## config.mk

```make
export PLATFORM = sky130hd
export DESIGN_NAME = line_sender
export DESIGN_NICKNAME = d
export VERILOG_FILES = /design/src/rtl/line_sender_pkg.sv /design/src/rtl/line_sender_bcd_to_ascii.sv /design/src/rtl/line_sender.sv
export SDC_FILE = /design/constraint.sdc
export NUM_CORES = 1
export LEC_CHECK = 0
export BUFFER_PORTS_ARGS = -buffer_cell sky130_fd_sc_hd__buf_2
export CAP_MARGIN = 20
export CORE_ASPECT_RATIO = 1.5
export CORE_MARGIN = 8
export CORE_UTILIZATION = 54
export DETAILED_ROUTE_END_ITERATION = 12
export GPL_TIMING_DRIVEN = 0
export HOLD_SLACK_MARGIN = 0.08
export PLACE_DENSITY = 0.82
export SLEW_MARGIN = 20
export SYNTH_ARGS = -nofsm -noshare
export SYNTH_HDL_FRONTEND = slang
export SYNTH_SLANG_ARGS = --single-unit
```

## constraint.sdc

```tcl
create_clock -name clk -period 2.4 [get_ports clk]
set_input_delay 0.24 -clock clk [delete_from_list [all_inputs] [get_ports clk]]
set_output_delay 0.24 -clock clk [all_outputs]
set_load 0.01 [all_outputs]
```

## src/rtl/line_sender_pkg.sv

```systemverilog
// Shared types and constants for the line sender: FSM states, special codes
// and the qualifying-position search used for blank skipping.
package line_sender_pkg;

    typedef enum logic [1:0] {
        IDLE,
        SEND,
        TERM,
        FIN
    } state_t;

    localparam logic [3:0] BLANK_CODE   = 4'hF;
    localparam logic [7:0] QMARK        = 8'h3F;
    localparam logic [7:0] DEFAULT_TERM = 8'h0D;

    typedef struct packed {
        logic       found;
        logic [1:0] index;
    } pick_t;

    // Lowest position at or after start that is eligible to be sent; the loop
    // runs downward so the smallest qualifying index is the one left standing.
    function automatic pick_t next_qualifying(input logic [3:0][3:0] line,
                                              input logic [2:0]      start,
                                              input logic            skip_blank);
        pick_t pick;
        pick.found = 1'b0;
        pick.index = 2'd0;
        for (int i = 3; i >= 0; i--) begin
            if ((i >= int'(start)) && (!skip_blank || (line[i] != BLANK_CODE))) begin
                pick.found = 1'b1;
                pick.index = i[1:0];
            end
        end
        return pick;
    endfunction

endpackage

```

## src/rtl/line_sender_bcd_to_ascii.sv

```systemverilog
// Combinational map from one display code to its ASCII character:
// digits to '0'..'9', the blank code to space, anything else to '?'.
module bcd_to_ascii
    import line_sender_pkg::*;
(
    input  logic [3:0] digit,
    output logic [7:0] ascii
);

    always_comb begin
        if (digit <= 4'd9) begin
            ascii = 8'h30 | {4'h0, digit};
        end else if (digit == BLANK_CODE) begin
            ascii = 8'h20;
        end else begin
            ascii = QMARK;
        end
    end

endmodule

```

## src/rtl/line_sender.sv

```systemverilog
// Streams a captured four-digit line as ASCII bytes over a valid/ready port,
// optionally skipping blanks and appending a terminator, then pulses done.
module line_sender
    import line_sender_pkg::*;
#(
    parameter logic [7:0] TERM_CHAR  = DEFAULT_TERM,
    parameter bit         SEND_TERM  = 1'b1,
    parameter bit         SKIP_BLANK = 1'b0
) (
    input  logic       clk,
    input  logic       Reset,
    input  logic       send,
    input  logic [3:0] Disp1,
    input  logic [3:0] Disp2,
    input  logic [3:0] Disp3,
    input  logic [3:0] Disp4,
    output logic [7:0] out_data,
    output logic       out_valid,
    input  logic       out_ready,
    output logic       busy,
    output logic       done
);

    state_t           state;
    state_t           state_next;
    logic [1:0]       index;
    logic [1:0]       index_next;
    logic [3:0][3:0]  line;
    logic [3:0][3:0]  line_next;
    logic [3:0][3:0]  captured;
    pick_t            first_pick;
    pick_t            step_pick;
    state_t           after_last;
    logic [7:0]       digit_ascii;

    // Position 0 is Disp1, the leftmost digit and the first one sent.
    assign captured   = {Disp4, Disp3, Disp2, Disp1};
    assign first_pick = next_qualifying(captured, 3'd0, SKIP_BLANK);
    assign step_pick  = next_qualifying(line, {1'b0, index} + 3'd1, SKIP_BLANK);
    assign after_last = SEND_TERM ? TERM : FIN;

    bcd_to_ascii u_map (
        .digit (line[index]),
        .ascii (digit_ascii)
    );

    always_ff @(posedge clk) begin
        if (Reset) begin
            state <= IDLE;
            index <= 2'd0;
            line  <= {4{BLANK_CODE}};
        end else begin
            state <= state_next;
            index <= index_next;
            line  <= line_next;
        end
    end

    always_comb begin
        state_next = state;
        index_next = index;
        line_next  = line;
        case (state)
            IDLE: begin
                if (send) begin
                    line_next = captured;
                    if (first_pick.found) begin
                        state_next = SEND;
                        index_next = first_pick.index;
                    end else begin
                        state_next = after_last;
                    end
                end
            end
            SEND: begin
                if (out_ready) begin
                    if (step_pick.found) begin
                        index_next = step_pick.index;
                    end else begin
                        state_next = after_last;
                    end
                end
            end
            TERM: begin
                if (out_ready) begin
                    state_next = FIN;
                end
            end
            FIN: begin
                state_next = IDLE;
            end
            default: begin
                state_next = IDLE;
            end
        endcase
    end

    always_comb begin
        out_valid = (state == SEND) || (state == TERM);
        busy      = (state != IDLE);
        done      = (state == FIN);
        case (state)
            SEND:    out_data = digit_ascii;
            TERM:    out_data = TERM_CHAR;
            default: out_data = 8'h00;
        endcase
    end

endmodule

```

==> results of run 1 <==
## final cells by class
| type | count | area, um2 | area share (%) |
|---|---|---|---|
| repair buffers | 27 | 135 | 10.5 |
| clock buffers | 4 | 36.3 | 2.81 |
| multi-input cells | 80 | 633 | 49.1 |
| well taps | 22 | 27.5 | 2.13 |
| flip-flops and latches | 20 | 400 | 31.0 |
| plain buffers | 8 | 38.8 | 3.01 |
| inverters | 5 | 18.8 | 1.45 |
## synthesized netlist by cell type (all sizes together)
cell type | count | area [um2]
a211o | 16 | 140
a211oi | 1 | 7.51
a21oi | 4 | 20.0
a221oi | 1 | 15.0
and2 | 1 | 6.26
and2b | 1 | 7.51
and3 | 16 | 100
buf | 3 | 20.0
clkbuf | 5 | 18.8
conb | 1 | 3.75
dfxtp | 20 | 400
ha | 7 | 87.6
inv | 5 | 18.8
mux2i | 3 | 30.0
mux4 | 4 | 90.1
nand2 | 7 | 28.8
nand2b | 1 | 6.26
nand3 | 2 | 10.0
nand3b | 1 | 7.51
nand4 | 1 | 6.26
nor2 | 7 | 26.3
o21a | 1 | 7.51
o21ai | 2 | 10.0
o21bai | 1 | 11.3
or2b | 1 | 7.51
## worst max-delay path: cells and delay by family (launching register included)
family / cells / cell delay (ps)
muxes: 2 / 810
DFF: 1 / 530
buffers and inverters: 1 / 140
and+or+nand+nor: 1 / 130
AOI/OAI and AO/OA: 1 / 70
## stage by stage
stage               utilization [%]  setup slack (ps)  hold slack, ps  area, um2
floorplan                         -               708             430       1090
global route                   65.3              69.6             257       1290
detailed placement             63.4               527             449       1250
finish                         65.3               180             256       1290
global placement               63.4               559             442       1250
CTS                            65.3               182             246       1290
## cell usage in the layout (no fill, tap or decap), types with 2 or more instances in the layout
cell type	n
a211o_1	16
a21oi_1	4
and3_1	16
buf_2	28
buf_4	2
clkbuf_1	5
clkbuf_4	3
conb_1	2
dfxtp_1	20
ha_1	7
inv_1	5
mux2i_1	3
mux4_2	4
nand2_1	6
nand3_1	2
nor2_1	7
o21ai_1	2
## registers in the layout, indices dropped and copies added, names as in the netlist
name / count
line: 16
index: 2
state: 2
## worst max-delay path by stage
stage	from	endpoint	slack [ps]	cells past startpoint
after floorplan	index[1]	out_data[0]	710	4
after global placement	index[0]	out_data[2]	560	5
after detailed placement	index[0]	out_data[2]	530	5
after CTS	index[0]	out_data[2]	180	5
after global routing	index[1]	out_data[2]	70	5
final	index[0]	out_data[2]	180	5
## cell families after synthesis
logic type / synth area share [%]
compound gates: 19.4
other cells: 0.345
flops: 36.8
fa+ha+maj: 8.05
mux: 11.0
buf+inv: 5.29
simple gates: 19.0
## metal layers
metal  GRT usage [%]  wire (um)  vias to the layer above
li1                -          -                      469
met2            23.8       1250                       26
met5               0          0                        -
met1            14.4        976                      433
met4            7.23         30                        0
met3            2.31        149                        4
## power breakdown
group          leakage (nW)  total (mW)  internal, mW  switching, mW
registers             0.166       0.506         0.433         0.0735
logic                 0.477       0.724         0.330          0.394
clock network        0.0210       0.194        0.0925          0.102
total                 0.663        1.42         0.855          0.569
==> summary.txt, run 1 <==
Routing
  • Post-DRT Antenna Nets: 0
  • Vias per cell: approximately 5.6
  • Initial DRC Count: 7
  • Via count: slightly above 900
  • Residual DRC: 0
  • Detailed-router iteration count before antenna repair: 4
  • Final wirelength: 2.41 mm
  • WL/cell: 14.5 um

Clock network
  • CTS Sinks: 20
  • CTS tree: yes
  • Clock buffer depth: 2
  • Clock latency at the later pin of the worst-skew pair: ~300 ps
  • Total setup buffers inserted after CTS: 0
  • Clock root buffer: clkbuf_4
  • CTS hold repair buffers: 0
  • Resized Gates After CTS: 0
  • Total CTS buffers: 3
  • Reg clk slew, reported paths: 110 ps
  • H-tree depth: 1

Yosys
  • Register area share after synthesis: 36.8%
  • Netlist cell types: 27
  • Average cell area after synthesis: 9.71 um2
  • Cells after Synth: around 110
  • Yosys Warn Count: 0
  • Netlist Area Pre-Place: between 1000 and 1500 um2
  • Synth Register Bits: 20

Worst setup path
  • Kind of critical path: flip-flop to output port
  • Crit end category: output port
  • CP arrival: slightly below 2000 ps
  • Crit path largest cell delay: 620 ps
  • Worst EP required: around 2200 ps
  • CP Cell Sequence: mux4_2 > nand2_2 > mux2i_1 > o21ai_1 > buf_2
  • Slowest-stage cell, CP: mux4_2
  • Flop2flop setup slack: ~540 ps
  • Worst reg2reg path startpoint: state[1]
  • CP Max Fanout: 8
  • Reg2reg end: line[3]
  • R2r worst-path depth: 6
  • Critical Path Source Type: flip-flop

STA
  • Minimum clock period: about 2200 ps
  • Setup TNS: 0 ps
  • Final Hold Vio Count: 0
  • Maximum clock rate: between 400 and 500 MHz
  • Slew Viols, Final: 0
  • Final period util: between 90% and 100%
  • Clk_skew: around 5.8 ps
  • Finish-stage setup viols: 0
  • RSZ-0062 raised after global routing: false

Global routing
  • First-pass GRT wire length: about 4 mm
  • GRT overflow: 0
  • Pin count of the biggest net entering global routing: 12
  • Initial antenna violation count: 0
  • Number of global-route vias before repair: 990
  • Total GRT Usage: around 14%

Layout
  • Area growth syn-to-layout: 18.6%
  • Nets: around 170
  • Share of cells above drive strength 1: between 20% and 30%
  • N_diodes: 0
  • Filler cells: between 150 and 200
  • Finished Layout Cells: 166

Die
  • Cell Rows: 20
  • Die H: between 70 and 80 um
  • Chip width: ~53 um
  • Initial Util: around 55%
  • I/O pin count: 31
  • Die ar.: between 3000 and 4000 um2
  • Core Footprint: approximately 2000 um2

Min path
  • Min-delay worst type: primary input to flip-flop
  • Hold endpoint: line[15]
  • Hold Crit Depth: 3
  • Min-delay src: Disp4[3]

Placed design
  • I/O Buffers: 27
  • Inst Count DP: between 150 and 200
  • Placed wire-length estimate: ~1.9 mm
  • GPL Wtd Cong: ~0.8

Pwr
  • Leakage Power: 0.663 nW
  • PwrDens: ~1100 nW/um2
  • Peak VDD IR: between 0.5 and 0.6 mV
  • Pwr Total: about 1.4 mW

Job
  • # Max-Cap Violations: 0

Run status
  • Status: finished clean
No activity file was read; power rests on OpenSTA's default activity.
==> run 2: changes to the inputs <==
--- a/config.mk
+++ b/config.mk
@@ -13,7 +13,7 @@
 export DETAILED_ROUTE_END_ITERATION = 12
 export GPL_TIMING_DRIVEN = 0
 export HOLD_SLACK_MARGIN = 0.08
-export PLACE_DENSITY = 0.82
+export PLACE_DENSITY = 0.88
 export SLEW_MARGIN = 20
 export SYNTH_ARGS = -nofsm -noshare
 export SYNTH_HDL_FRONTEND = slang
==> summary.txt, run 2 (synthesis gave the netlist of run 1 again) <==
Placed design
  • Placed Area: 1250 um2 (unchanged)
  • GPL Wtd Cong: 0.802 (+1.0%)
  • Placed wire-length estimate: 2.00 mm (+4.7%)
  • I/O Buffers: 27 (unchanged)

Routing
  • Detailed-router iteration count before antenna repair: 4 (unchanged)
  • Final wirelength: 2.48 mm (+2.8%)
  • Post-DRT Antenna Nets: 0 (unchanged)
  • Via count: 943 (+1.2%)
  • Vias per cell: 5.68 (+1.2%)
  • WL/cell: 14.9 um (+2.8%)
  • Residual DRC: 0 (unchanged)
  • Initial DRC Count: 9 (+2)

Worst setup path
  • CP arrival: 1990 ps (about the same)
  • Critical Path Source Type: flip-flop
  • CP Max Fanout: 7 (-1)
  • Worst EP required: 2160 ps (about the same)
  • R2r worst-path depth: 6 (unchanged)
  • Crit path largest cell delay: 610 ps (about the same)
  • Slowest-stage cell, CP: mux4_2
  • CP Cell Sequence: mux4_2 > nand2_2 > mux2i_1 > o21ai_1 > buf_2
  • Crit end category: output port
  • Kind of critical path: flip-flop to output port

Layout
  • Register Area: 402 um2 (+0.31%)
  • Top reg by flops: line
  • N_diodes: 0 (unchanged)
  • Post-route cell area: 1290 um2 (about the same)
  • Nets: 172 (unchanged)
  • Share of cells above drive strength 1: 29.2% (+0.69 points)
  • Footprint of the multi-input gates: 633 um2 (unchanged)
  • Most common cell after layout, fill and taps aside: buf_2
  • Area growth syn-to-layout: 18.8% (about the same)
  • Most frequent cells in the layout: buf_2, dfxtp_1, and3_1, a211o_1
  • Filler cells: 175 (-2.2%)
  • Max reg flops: 16 (unchanged)
  • Biggest regs: line: 16 flops, index: 2 flops, state: 2 flops

Die
  • Core Footprint: 1980 um2 (unchanged)
  • Die ar.: 3730 um2 (unchanged)
  • I/O pin count: 31 (unchanged)
  • Die H: 71.0 um (unchanged)
  • Chip width: 52.6 um (unchanged)
  • Initial Util: 55.0% (unchanged)
  • Cell Rows: 20 (unchanged)

Clock network
  • Total CTS buffers: 3 (unchanged)
  • Reg clk slew, reported paths: 110 ps (about the same)
  • Clock root buffer: clkbuf_4
  • H-tree depth: 1 (unchanged)
  • CTS tree: yes
  • Total setup buffers inserted after CTS: 0 (unchanged)
  • CTS Sinks: 20 (unchanged)
  • Clock buffer depth: 2 (unchanged)
  • Clock latency at the later pin of the worst-skew pair: 310 ps (about the same)

Global routing
  • First-pass GRT wire length: 4.24 mm (+4.1%)
  • GRT overflow: 0 (unchanged)
  • Initial antenna violation count: 0 (unchanged)
  • Pin count of the biggest net entering global routing: 12 (unchanged)
  • Number of global-route vias before repair: 1030 (+4.0%)
  • Total GRT Usage: 14.5% (+0.97 points)

STA
  • Final period util: 92.9% (+0.37 points)
  • Maximum clock rate: 449 MHz (-0.40%)
  • Clk_skew: 2.25 ps (-3.53 ps)
  • Minimum clock period: 2230 ps (+8.90 ps)
  • Finish-stage setup viols: 0 (unchanged)
  • RSZ-0062 raised after global routing: false
  • Slew Viols, Final: 0 (unchanged)
  • Setup TNS: 0 ps (unchanged)
  • Final Hold Vio Count: 0 (unchanged)

Pwr
  • Leakage Power: 0.664 nW (about the same)
  • PwrDens: 1110 nW/um2 (+0.28%)
  • Pwr Total: 1.43 mW (+0.37%)
  • Peak VDD IR: 0.555 mV (+2.9%)

Min path
  • Min-delay worst type: primary input to flip-flop
  • Hold Crit Depth: 3 (unchanged)

Job
  • # Max-Cap Violations: 0 (unchanged)

Run status
  • Status: finished clean
run 2: per-layer routing:
layer | vias up | part of all wire (%) | GRT usage (%)
met4 | 0 | 3.4 | 10.4
li1 | 471 | - | -
met2 | 28 | 50 | 25.3
met1 | 437 | 39 | 14.1
met5 | - | 0 | 0
met3 | 7 | 6.7 | 3.14
run 2: repair_timing:
action,4_1_cts,5_1_grt
hold buffers,0,0
endpoints found under the setup margin,0,1
gates resized for setup,0,1
run 2: where the power goes:
| part | switching, mW | leakage [nW] | internal [mW] |
|---|---|---|---|
| sequential | 0.0737 | 0.166 | 0.434 |
| combinational | 0.392 | 0.477 | 0.328 |
| clock | 0.108 | 0.0210 | 0.0928 |
| total | 0.574 | 0.664 | 0.855 |
run 2: cell type report:
type                    count  share of cell area [%]
clock buffers               4                    2.81
plain buffers               8                    3.00
multi-input cells          80                    49.0
well taps                  22                    2.13
inverters                   5                    1.45
repair buffers             27                    10.5
flip-flops and latches     20                    31.1
run 2: metrics by stage:
step	hold slack, ps	std cells	util, %	setup slack, ps
after floorplan	430	113	-	708
after global placement	441	162	63.4	551
after detailed placement	449	162	63.4	496
after CTS	228	166	65.3	134
after global routing	238	166	65.3	8.31
final	234	166	65.3	171
run 2: final timing paths:
check | from | slack [ps] | end
worst min register to register | line[11] | 470 | line[11]
worst max register to register | state[0] | 560 | line[9]
worst max-delay path | index[1] | 170 | out_data[2]
worst min-delay path | Disp3[0] | 230 | line[8]
run 2: critical path: cells and delay by family (launching register included):
family	cells	cell delay, ps
mux	2	820
simple gates	1	110
buf+inv	1	140
compound gates	1	70
flops	1	540
==> run 3: changes to the inputs <==
--- a/config.mk
+++ b/config.mk
@@ -11,7 +11,6 @@
 export CORE_MARGIN = 8
 export CORE_UTILIZATION = 54
 export DETAILED_ROUTE_END_ITERATION = 12
-export GPL_TIMING_DRIVEN = 0
 export HOLD_SLACK_MARGIN = 0.08
 export PLACE_DENSITY = 0.88
 export SLEW_MARGIN = 20
==> summary.txt, run 3 (synthesis gave the netlist of run 1 again) <==
Min path
  • Min-delay src: Disp2[1]
  • Min-delay worst type: primary input to flip-flop
  • Hold Crit Depth: 3 (unchanged)
  • Hold endpoint: line[5]

Routing
  • Via count: 926 (-1.8%)
  • Vias per cell: 5.82 (+2.5%)
  • Final wirelength: 2.30 mm (-6.9%)
  • Post-DRT Antenna Nets: 0 (unchanged)
  • WL/cell: 14.5 um (-2.9%)
  • Initial DRC Count: 41 (+32)
  • Detailed-router iteration count before antenna repair: 4 (unchanged)
  • Residual DRC: 0 (unchanged)

Layout
  • Filler cells: 170 (-2.9%)
  • Area growth syn-to-layout: 15.0%
  • Most frequent cells in the layout: buf_2, dfxtp_1, and3_1, a211o_1
  • Nets: 166 (-3.5%)
  • Share of cells above drive strength 1: 28.5% (-0.70 points)
  • Most common cell after layout, fill and taps aside: buf_2
  • N_diodes: 0 (unchanged)
  • Fin util: 63.2% (-2.1 points)
  • Biggest regs: line: 16 flops, index: 2 flops, state: 2 flops
  • Top reg by flops: line
  • Max reg flops: 16 (unchanged)

STA
  • RSZ-0062 raised after global routing: false
  • Final period util: 91.0% (-1.9 points)
  • Worst rel slew slack: between 60% and 70%
  • Finish-stage setup viols: 0 (unchanged)
  • Minimum clock period: 2180 ps (-45.9 ps)
  • Final Hold Vio Count: 0 (unchanged)
  • Slew Viols, Final: 0 (unchanged)
  • Maximum clock rate: 458 MHz (+2.1%)
  • Worst-Margin Slew: between 500 and 600 ps
  • Clk_skew: 6.64 ps (+4.39 ps)
  • Setup TNS: 0 ps (unchanged)
  • Worst Hold Slack: 251 ps (+16.7 ps)

Pwr
  • Peak VDD IR: 0.563 mV (+1.5%)
  • Sw Ratio: 40.3% (+0.13 points)
  • Clk pwr share: 11.1% (-3.0 points)
  • Flop pwr share: 37.0% (+1.5 points)
  • Leakage Power: 0.644 nW (-2.9%)
  • Switch Pwr: 554 uW (-3.5%)
  • Internal power: 821 uW (-4.1%)
  • Combinational share of power: 51.9% (+1.5 points)
  • PwrDens: 1100 nW/um2 (-0.67%)

Die
  • Chip width: 52.6 um (unchanged)
  • Die ar.: 3730 um2 (unchanged)
  • Initial Util: 55.0% (unchanged)
  • Die H: 71.0 um (unchanged)
  • Core Footprint: 1980 um2 (unchanged)
  • Cell Rows: 20 (unchanged)
  • I/O pin count: 31 (unchanged)

Worst setup path
  • R2r worst-path depth: 6 (unchanged)
  • Critical Path Source Type: flip-flop
  • CP Max Fanout: 8 (+1)
  • Worst EP required: 2160 ps (about the same)
  • Kind of critical path: flip-flop to output port
  • CP arrival: 1940 ps (-50 ps)
  • Worst reg2reg path startpoint: state[1]
  • Reg2reg end: index[1]
  • Flop2flop setup slack: 760 ps (+200 ps)
  • Crit end category: output port

Global routing
  • Met1 Usage GRT: 15.0% (+0.90 points)
  • GR Util met2: 23.8% (-1.5 points)
  • First-pass GRT wire length: 4.13 mm (-2.6%)
  • Initial antenna violation count: 0 (unchanged)
  • Met3 GRT Util: 3.56% (+0.42 points)
  • Number of global-route vias before repair: 995 (-3.4%)
  • Total GRT Usage: 13.7% (-0.89 points)
  • Global route hottest layer: met2
  • GRT overflow: 0 (unchanged)
  • Pin count of the biggest net entering global routing: 21 (+9)

Clock network
  • CTS tree: yes
  • Reg clk slew, reported paths: 100 ps (about the same)
  • H-tree depth: 1 (unchanged)
  • Clock latency at the later pin of the worst-skew pair: 300 ps (about the same)
  • Clock buffer depth: 2 (unchanged)
  • CTS hold repair buffers: 0 (unchanged)
  • Clock root buffer: clkbuf_4
  • Resized Gates After CTS: 0 (unchanged)
  • Total CTS buffers: 3 (unchanged)
  • CTS Sinks: 20 (unchanged)
  • Total setup buffers inserted after CTS: 0 (unchanged)

Placed design
  • GPL Wtd Cong: 0.850 (+6.0%)
  • Placed wire-length estimate: 1.89 mm (-5.6%)
  • I/O Buffers: 28 (+3.7%)

Job
  • # Max-Cap Violations: 0 (unchanged)

Run status
  • Status: finished clean
-- run 3: cell types whose count changed in the layout (fill, tap and decap cells not counted) --
cell      delta
dfxtp_1      +1
dfxtp_2      -1
clkbuf_1     -5
clkbuf_8     -1
buf_4        -1
-- run 3: power groups by stage --
stage               registers (mW)  logic (mW)  clock network [mW]
floorplan                    0.490       0.543                   0
global placement             0.516       0.681                   0
detailed placement           0.517       0.718                   0
CTS                          0.509       0.720               0.158
global route                 0.522       0.800               0.172
finish                       0.509       0.713               0.153
-- run 3: worst max-delay path, cell delays in order, from the launching register on --
cell	delay (ps)
dfxtp_1	510
mux4_2	610
nand2_2	120
mux2i_1	200
o21ai_1	70
buf_2	140
-- run 3: layout make-up --
| cell class | instances | area (um2) | area share, % |
|---|---|---|---|
| inverter | 5 | 18.8 | 1.50 |
| clock buffer | 3 | 22.5 | 1.80 |
| multi-input combinational | 80 | 633 | 50.7 |
| sequential | 20 | 400 | 32.0 |
| tap | 22 | 27.5 | 2.20 |
| timing repair buffer | 29 | 148 | 11.8 |
-- run 3: routing by layer --
metal	part of all wire [%]	up-vias	wire length (um)
li1	-	458	-
met1	43	438	992
met2	49	28	1130
met3	6.9	2	158
met4	1.0	0	23
met5	0	-	0
-- run 3: how the worst max path moves through the flow --
stage,start,end,cells past startpoint
floorplan,index[1],out_data[0],4
global placement,index[1],out_data[0],5
detailed placement,index[1],out_data[2],5
CTS,index[0],out_data[2],5
global route,index[0],out_data[2],5
finish,index[0],out_data[2],5
-- run 3: stage by stage --
step / std cells / instance area, um2 / power [mW] / setup WS, ps
after detailed placement: 156 / 1230 / 1.24 / 535
after global routing: 159 / 1250 / 1.49 / 86.6
after floorplan: 113 / 1090 / 1.03 / 708
after global placement: 156 / 1230 / 1.20 / 629
after CTS: 159 / 1250 / 1.39 / 197
final: 159 / 1250 / 1.37 / 217
